**config.mk**
```make
export PLATFORM = sky130hd
export DESIGN_NAME = acs_unit
export DESIGN_NICKNAME = d
export VERILOG_FILES = /design/src/rtl/viterbi_pkg.sv /design/src/rtl/acs_butterfly.sv /design/src/rtl/acs_unit.sv
export SDC_FILE = /design/constraint.sdc
export NUM_CORES = 1
export LEC_CHECK = 0
export ABC_AREA = 1
export CORE_ASPECT_RATIO = 0.5
export CORE_UTILIZATION = 33
export DETAILED_ROUTE_END_ITERATION = 8
export GPL_TIMING_DRIVEN = 0
export MAX_ROUTING_LAYER = met4
export PLACE_DENSITY = 0.46
export SLEW_MARGIN = 20
export SYNTH_ARGS = -nofsm -noshare
export SYNTH_HDL_FRONTEND = slang
export SYNTH_HIERARCHICAL = 1
export SYNTH_SLANG_ARGS = --single-unit
```
**constraint.sdc**
```tcl
create_clock -name clk -period 33.8 [get_ports clk]
set_clock_uncertainty 0.2 [all_clocks]
set_input_delay 6.76 -clock clk [delete_from_list [all_inputs] [get_ports clk]]
set_output_delay 6.76 -clock clk [all_outputs]
set_load 0.02 [all_outputs]
```
**src/rtl/viterbi_pkg.sv**
```systemverilog
`default_nettype none
// ============================================================================
// Module : viterbi_pkg
// Brief  : Shared trellis tables and helpers for the rate-1/2, 8-state Viterbi
//          decoder (ACS stage and traceback unit).
// Rev    : 1.0
// ============================================================================
package viterbi_pkg;

    localparam int NSTATES  = 8;
    localparam int PM_W_DEF = 8;

    typedef logic [PM_W_DEF-1:0] pm_t;
    typedef logic [2:0]          state_t;

    // Predecessor states of each state, selected by the decision bit
    localparam state_t PRED0 [NSTATES] = '{3'd0, 3'd3, 3'd4, 3'd7, 3'd1, 3'd2, 3'd5, 3'd6};
    localparam state_t PRED1 [NSTATES] = '{3'd1, 3'd2, 3'd5, 3'd6, 3'd0, 3'd3, 3'd4, 3'd7};

    localparam logic [1:0] CW0 [NSTATES] = '{2'b00, 2'b11, 2'b10, 2'b01, 2'b11, 2'b00, 2'b01, 2'b10};
    localparam logic [1:0] CW1 [NSTATES] = '{2'b11, 2'b00, 2'b01, 2'b10, 2'b00, 2'b11, 2'b10, 2'b01};

    function automatic logic [1:0] hamming2(input logic [1:0] a, input logic [1:0] b);
        logic [1:0] x;
        x = a ^ b;
        return {1'b0, x[1]} + {1'b0, x[0]};
    endfunction

endpackage
`default_nettype wire

```
**src/rtl/acs_butterfly.sv**
```systemverilog
`default_nettype none
// ============================================================================
// Module : acs_butterfly
// Brief  : Add-compare-select for one trellis state: two candidate metrics in,
//          surviving metric (one guard bit wider) and decision bit out.
// Rev    : 1.0
// ============================================================================
module acs_butterfly #(
    parameter int PM_W = 8
) (
    input  logic [PM_W-1:0] pm0,
    input  logic [PM_W-1:0] pm1,
    input  logic [1:0]      bm0,
    input  logic [1:0]      bm1,
    output logic [PM_W:0]   pm_new,
    output logic            dec
);

    logic [PM_W:0] w_cand0;
    logic [PM_W:0] w_cand1;

    assign w_cand0 = {1'b0, pm0} + {{(PM_W-1){1'b0}}, bm0};
    assign w_cand1 = {1'b0, pm1} + {{(PM_W-1){1'b0}}, bm1};

    // Ties resolve to the PRED0 branch
    assign dec    = (w_cand1 < w_cand0);
    assign pm_new = dec ? w_cand1 : w_cand0;

endmodule
`default_nettype wire

```
**src/rtl/acs_unit.sv**
```systemverilog
`default_nettype none
// ============================================================================
// Module : acs_unit
// Brief  : ACS stage of the 8-state hard-decision Viterbi decoder: metric
//          update with normalisation, argmin, survivor-bank address/bank.
// Rev    : 1.0
// ============================================================================
module acs_unit
    import viterbi_pkg::*;
#(
    parameter int PM_W    = 8,
    parameter int DEPTH   = 8,
    parameter int ADDR_W  = 3,
    parameter int INIT_PM = 32
) (
    input  logic              clk,
    input  logic              rst,
    input  logic              enable,
    input  logic              valid_in,
    input  logic [1:0]        sym,
    output logic [7:0]        d_out,
    output logic              valid_out,
    output logic [ADDR_W-1:0] wr_addr,
    output logic              bank_sel,
    output logic              bank_full,
    output logic [2:0]        best_state
);

    localparam logic [PM_W-1:0]   c_init = PM_W'(INIT_PM);
    localparam logic [ADDR_W-1:0] c_last = ADDR_W'(DEPTH - 1);

    logic [PM_W-1:0]    r_pm  [NSTATES];
    logic [PM_W:0]      w_sum [NSTATES];
    logic [PM_W-1:0]    w_new [NSTATES];
    logic [NSTATES-1:0] w_dec;
    logic               w_norm;
    logic               w_ovf;
    logic               w_fire;
    logic [2:0]         w_best;
    logic [PM_W-1:0]    w_min;
    logic [ADDR_W-1:0]  r_cnt;
    logic               r_bank;

    assign w_fire = enable & valid_in;

    generate
        for (genvar s = 0; s < NSTATES; s++) begin : g_acs
            acs_butterfly #(.PM_W(PM_W)) u_bfly (
                .pm0    (r_pm[PRED0[s]]),
                .pm1    (r_pm[PRED1[s]]),
                .bm0    (hamming2(sym, CW0[s])),
                .bm1    (hamming2(sym, CW1[s])),
                .pm_new (w_sum[s]),
                .dec    (w_dec[s])
            );
        end
    endgenerate

    // Subtracting 2**(PM_W-1) from every metric preserves all differences
    always_comb begin
        w_norm = 1'b1;
        w_ovf  = 1'b0;
        for (int s = 0; s < NSTATES; s++) begin
            w_norm = w_norm & w_sum[s][PM_W-1];
            w_ovf  = w_ovf | w_sum[s][PM_W];
        end
    end

    always_comb begin
        for (int s = 0; s < NSTATES; s++) begin
            w_new[s] = w_sum[s][PM_W-1:0];
            if (w_norm) begin
                w_new[s][PM_W-1] = 1'b0;
            end
        end
    end

    // Strict compare keeps the lowest index on ties
    always_comb begin
        w_best = 3'd0;
        w_min  = w_new[0];
        for (int s = 1; s < NSTATES; s++) begin
            if (w_new[s] < w_min) begin
                w_min  = w_new[s];
                w_best = 3'(s);
            end
        end
    end

    always_ff @(posedge clk or negedge rst) begin
        if (!rst) begin
            for (int s = 0; s < NSTATES; s++) begin
                r_pm[s] <= (s == 0) ? '0 : c_init;
            end
            d_out      <= '0;
            valid_out  <= 1'b0;
            wr_addr    <= '0;
            bank_sel   <= 1'b0;
            bank_full  <= 1'b0;
            best_state <= '0;
            r_cnt      <= '0;
            r_bank     <= 1'b0;
        end else begin
            valid_out <= w_fire;
            bank_full <= w_fire && (r_cnt == c_last);
            if (w_fire) begin
                for (int s = 0; s < NSTATES; s++) begin
                    r_pm[s] <= w_new[s];
                end
                d_out      <= w_dec;
                best_state <= w_best;
                wr_addr    <= r_cnt;
                bank_sel   <= r_bank;
                r_cnt      <= r_cnt + 1'b1;
                if (r_cnt == c_last) begin
                    r_bank <= ~r_bank;
                end
            end
        end
    end

    a_no_overflow : assert property (@(posedge clk) disable iff (!rst) w_fire |-> !w_ovf);

endmodule
`default_nettype wire
```
==> flow_summary.yaml, run 1 <==
sta:
  period_minus_slack_ns: 22.18
  slew_viol_final: 0
  hold_violations: 0
  worst_slack_ns: 11.62
  period_share_pct: 65.6
  tightest_slew_ns: 0.836
  setup_viol: 0
  relSlewSlack_pct: 43.9
  rsz0062_at_grt: "false"
  tns_ns: 0
  clock.fmax_mhz: 45.1
cts:
  clkTransAtPathRegs_ns: 0.07
  clkLatencyLatePin_ns: 0.38
  root_buffer: "clkbuf_16"
  cts_tree: "yes"
  postCtsSetupBuffers: 0
  clock_sinks: 85
  cts-hold-fix-buffers: 0
  numCtsBuffers: 9
  max-clock-path-buffers: 2
  cts.htree.levels: 3
  ctsResizeCount: 0
place:
  io_buffers: 22
  place_inst: 2213
  dp_slack_ns: 11.37
  hpwl_um: 28800
  gp_congestion: 0.845
  dpl_cell_area_um2: 12100
global_route:
  met3_usage_pct: 3.28
  grt_pass1_wl_um: 56000
  antenna_found_initial: 0
  use_met1_pct: 31.0
  grt_busiest_layer: "met2"
  grt_pass1_vias: 9910
  track_usage_pct: 21.4
  grt_util_met2_pct: 31.4
  grt_overflow_total: 0
  grt_max_degree: 46
floorplan:
  die_w_um: 264
  die_area_um2: 35100
  initial_core_util_pct: 33.9
  ios: 23
  rows: 47
  die_y_um: 133
  core_um2: 33400
worst_setup_path:
  endpoint_kind: "register"
  cpLargestDelayFamily: "compound AO/OA/AOI/OAI gates"
  crit_buf_inv: 13
  critPathMaxStageDelay_ns: 0.66
  startpoint_type: "primary input"
  crit_type: "in2reg"
  worstPathMaxFanout: 10
  cp_common_cell: "nand2_1"
  crit_slowest_cell: "a211oi_1"
  critPathArrivalTime_ns: 22.28
  required_ns: 33.90
worst_hold_path:
  hold_class: "reg2reg"
logic_synthesis:
  synthCells: 1749
  synth_warnings: 6
  synth.avg_cell_area_um2: 6.48
  synth_area_um2: 11300
  syn_nets: 1914
finish:
  fin_nets: 1948
  final_common_cell: "nand2_1"
  final_area_um2: 12400
  final_cells: 2229
  drive_gt1_share_pct: 8.33
  mostFrequentLayoutCells: "nand2_1, inv_1, ha_1"
  fillers: 3723
  seq_area_um2: 2140
  antennaDiodeCount: 0
  area_delta_synth_final_pct: 9.80
  multi_input_comb_area_um2: 8120
drt:
  detail_route.wl_per_cell_um: 15.6
  firstDrtPassIters: 5
  viasPerCell: 4.69
  drtIter0Drc: 593
  drc: 0
  vias: 10400
  drt-total-wl_um: 34700
  ant_nets: 0
flow_run:
  drv_cap: 0
run_status:
  status: "complete, no violations"
-- through the flow --
stage                     hold slack, ns  util (%)
after global placement             0.258      36.2
after detailed placement           0.264      36.3
after global routing               0.295      37.2
after CTS                          0.274      37.2
after floorplan                    0.242         -
final                              0.277      37.2
-- worst register-to-register path, delay by kind of cell (launching register included) --
| kind | cells | cell delay, ns |
|---|---|---|
| AO/OA/AOI/OAI | 17 | 4.78 |
| AND/OR/NAND/NOR | 36 | 4.47 |
| adder cells (fa/ha/maj) | 10 | 3.07 |
| buffers and inverters | 10 | 1.75 |
| flip-flops | 1 | 0.41 |
-- final timing paths --
check | start | end | slack, ns | cells past startpoint
max | sym[1] | best_state[0]$_DFFE_PN0P_ | 11.62 | 77
min reg2reg | r_bank$_DFFE_PN0P_ | r_bank$_DFFE_PN0P_ | 0.28 | 1
max in group asynchronous | rst | r_pm[13]$_DFFE_PN1P_ | 26.64 | 2
max reg2reg | r_pm[56]$_DFFE_PN0P_ | best_state[0]$_DFFE_PN0P_ | 19.04 | 73
min | r_bank$_DFFE_PN0P_ | r_bank$_DFFE_PN0P_ | 0.28 | 1
min in group asynchronous | rst | r_pm[48]$_DFFE_PN0P_ | 6.08 | 1
-- area by class of cell --
| type | instances | share of cell area, % |
|---|---|---|
| Buffer | 23 | 0.704 |
| Sequential cell | 85 | 17.2 |
| Inverter | 262 | 7.91 |
| Multi-Input combinational cell | 1379 | 65.3 |
| Clock inverter | 5 | 0.533 |
| Timing Repair Buffer | 23 | 2.00 |
| Clock buffer | 11 | 1.95 |
| Tap cell | 441 | 4.44 |
-- metal layers --
| metal | wire [um] | up-vias |
|---|---|---|
| li1 | - | 5576 |
| met1 | 18800 | 4724 |
| met2 | 14400 | 123 |
| met3 | 1080 | 20 |
| met4 | 410 | 0 |
| met5 | 0 | - |
-- state kept, by name, summed over array words and instances (netlist names) --
| name | flops |
|---|---|
| bank_sel | 1 |
| wr_addr | 3 |
| r_bank | 1 |
| d_out | 8 |
| valid_out | 1 |
| best_state | 3 |
| r_cnt | 3 |
| bank_full | 1 |
| r_pm | 64 |
Power of run 1 is left out: the tool's default activity adds up to more than one toggle a clock period on the data nets, which glitch-free logic cannot reach.
==> run 2, diff against run 1 <==
==> constraint.sdc (replaced) <==
create_clock -name clk -period 21.9 [get_ports clk]
set_clock_uncertainty 0.2 [all_clocks]
set_input_delay 4.38 -clock clk [delete_from_list [all_inputs] [get_ports clk]]
set_output_delay 4.38 -clock clk [all_outputs]
set_load 0.02 [all_outputs]
==> results of run 2 <==
The final DEF is identical to that of run 1. Status: complete, no violations.
Among the figures that moved: setup slack after placement 11.37 ns -> 1.85 ns; setup slack after layout 11.62 ns -> 2.10 ns; register-to-register setup slack 19.04 ns -> 7.14 ns
Power of run 2 is left out for the same reason.
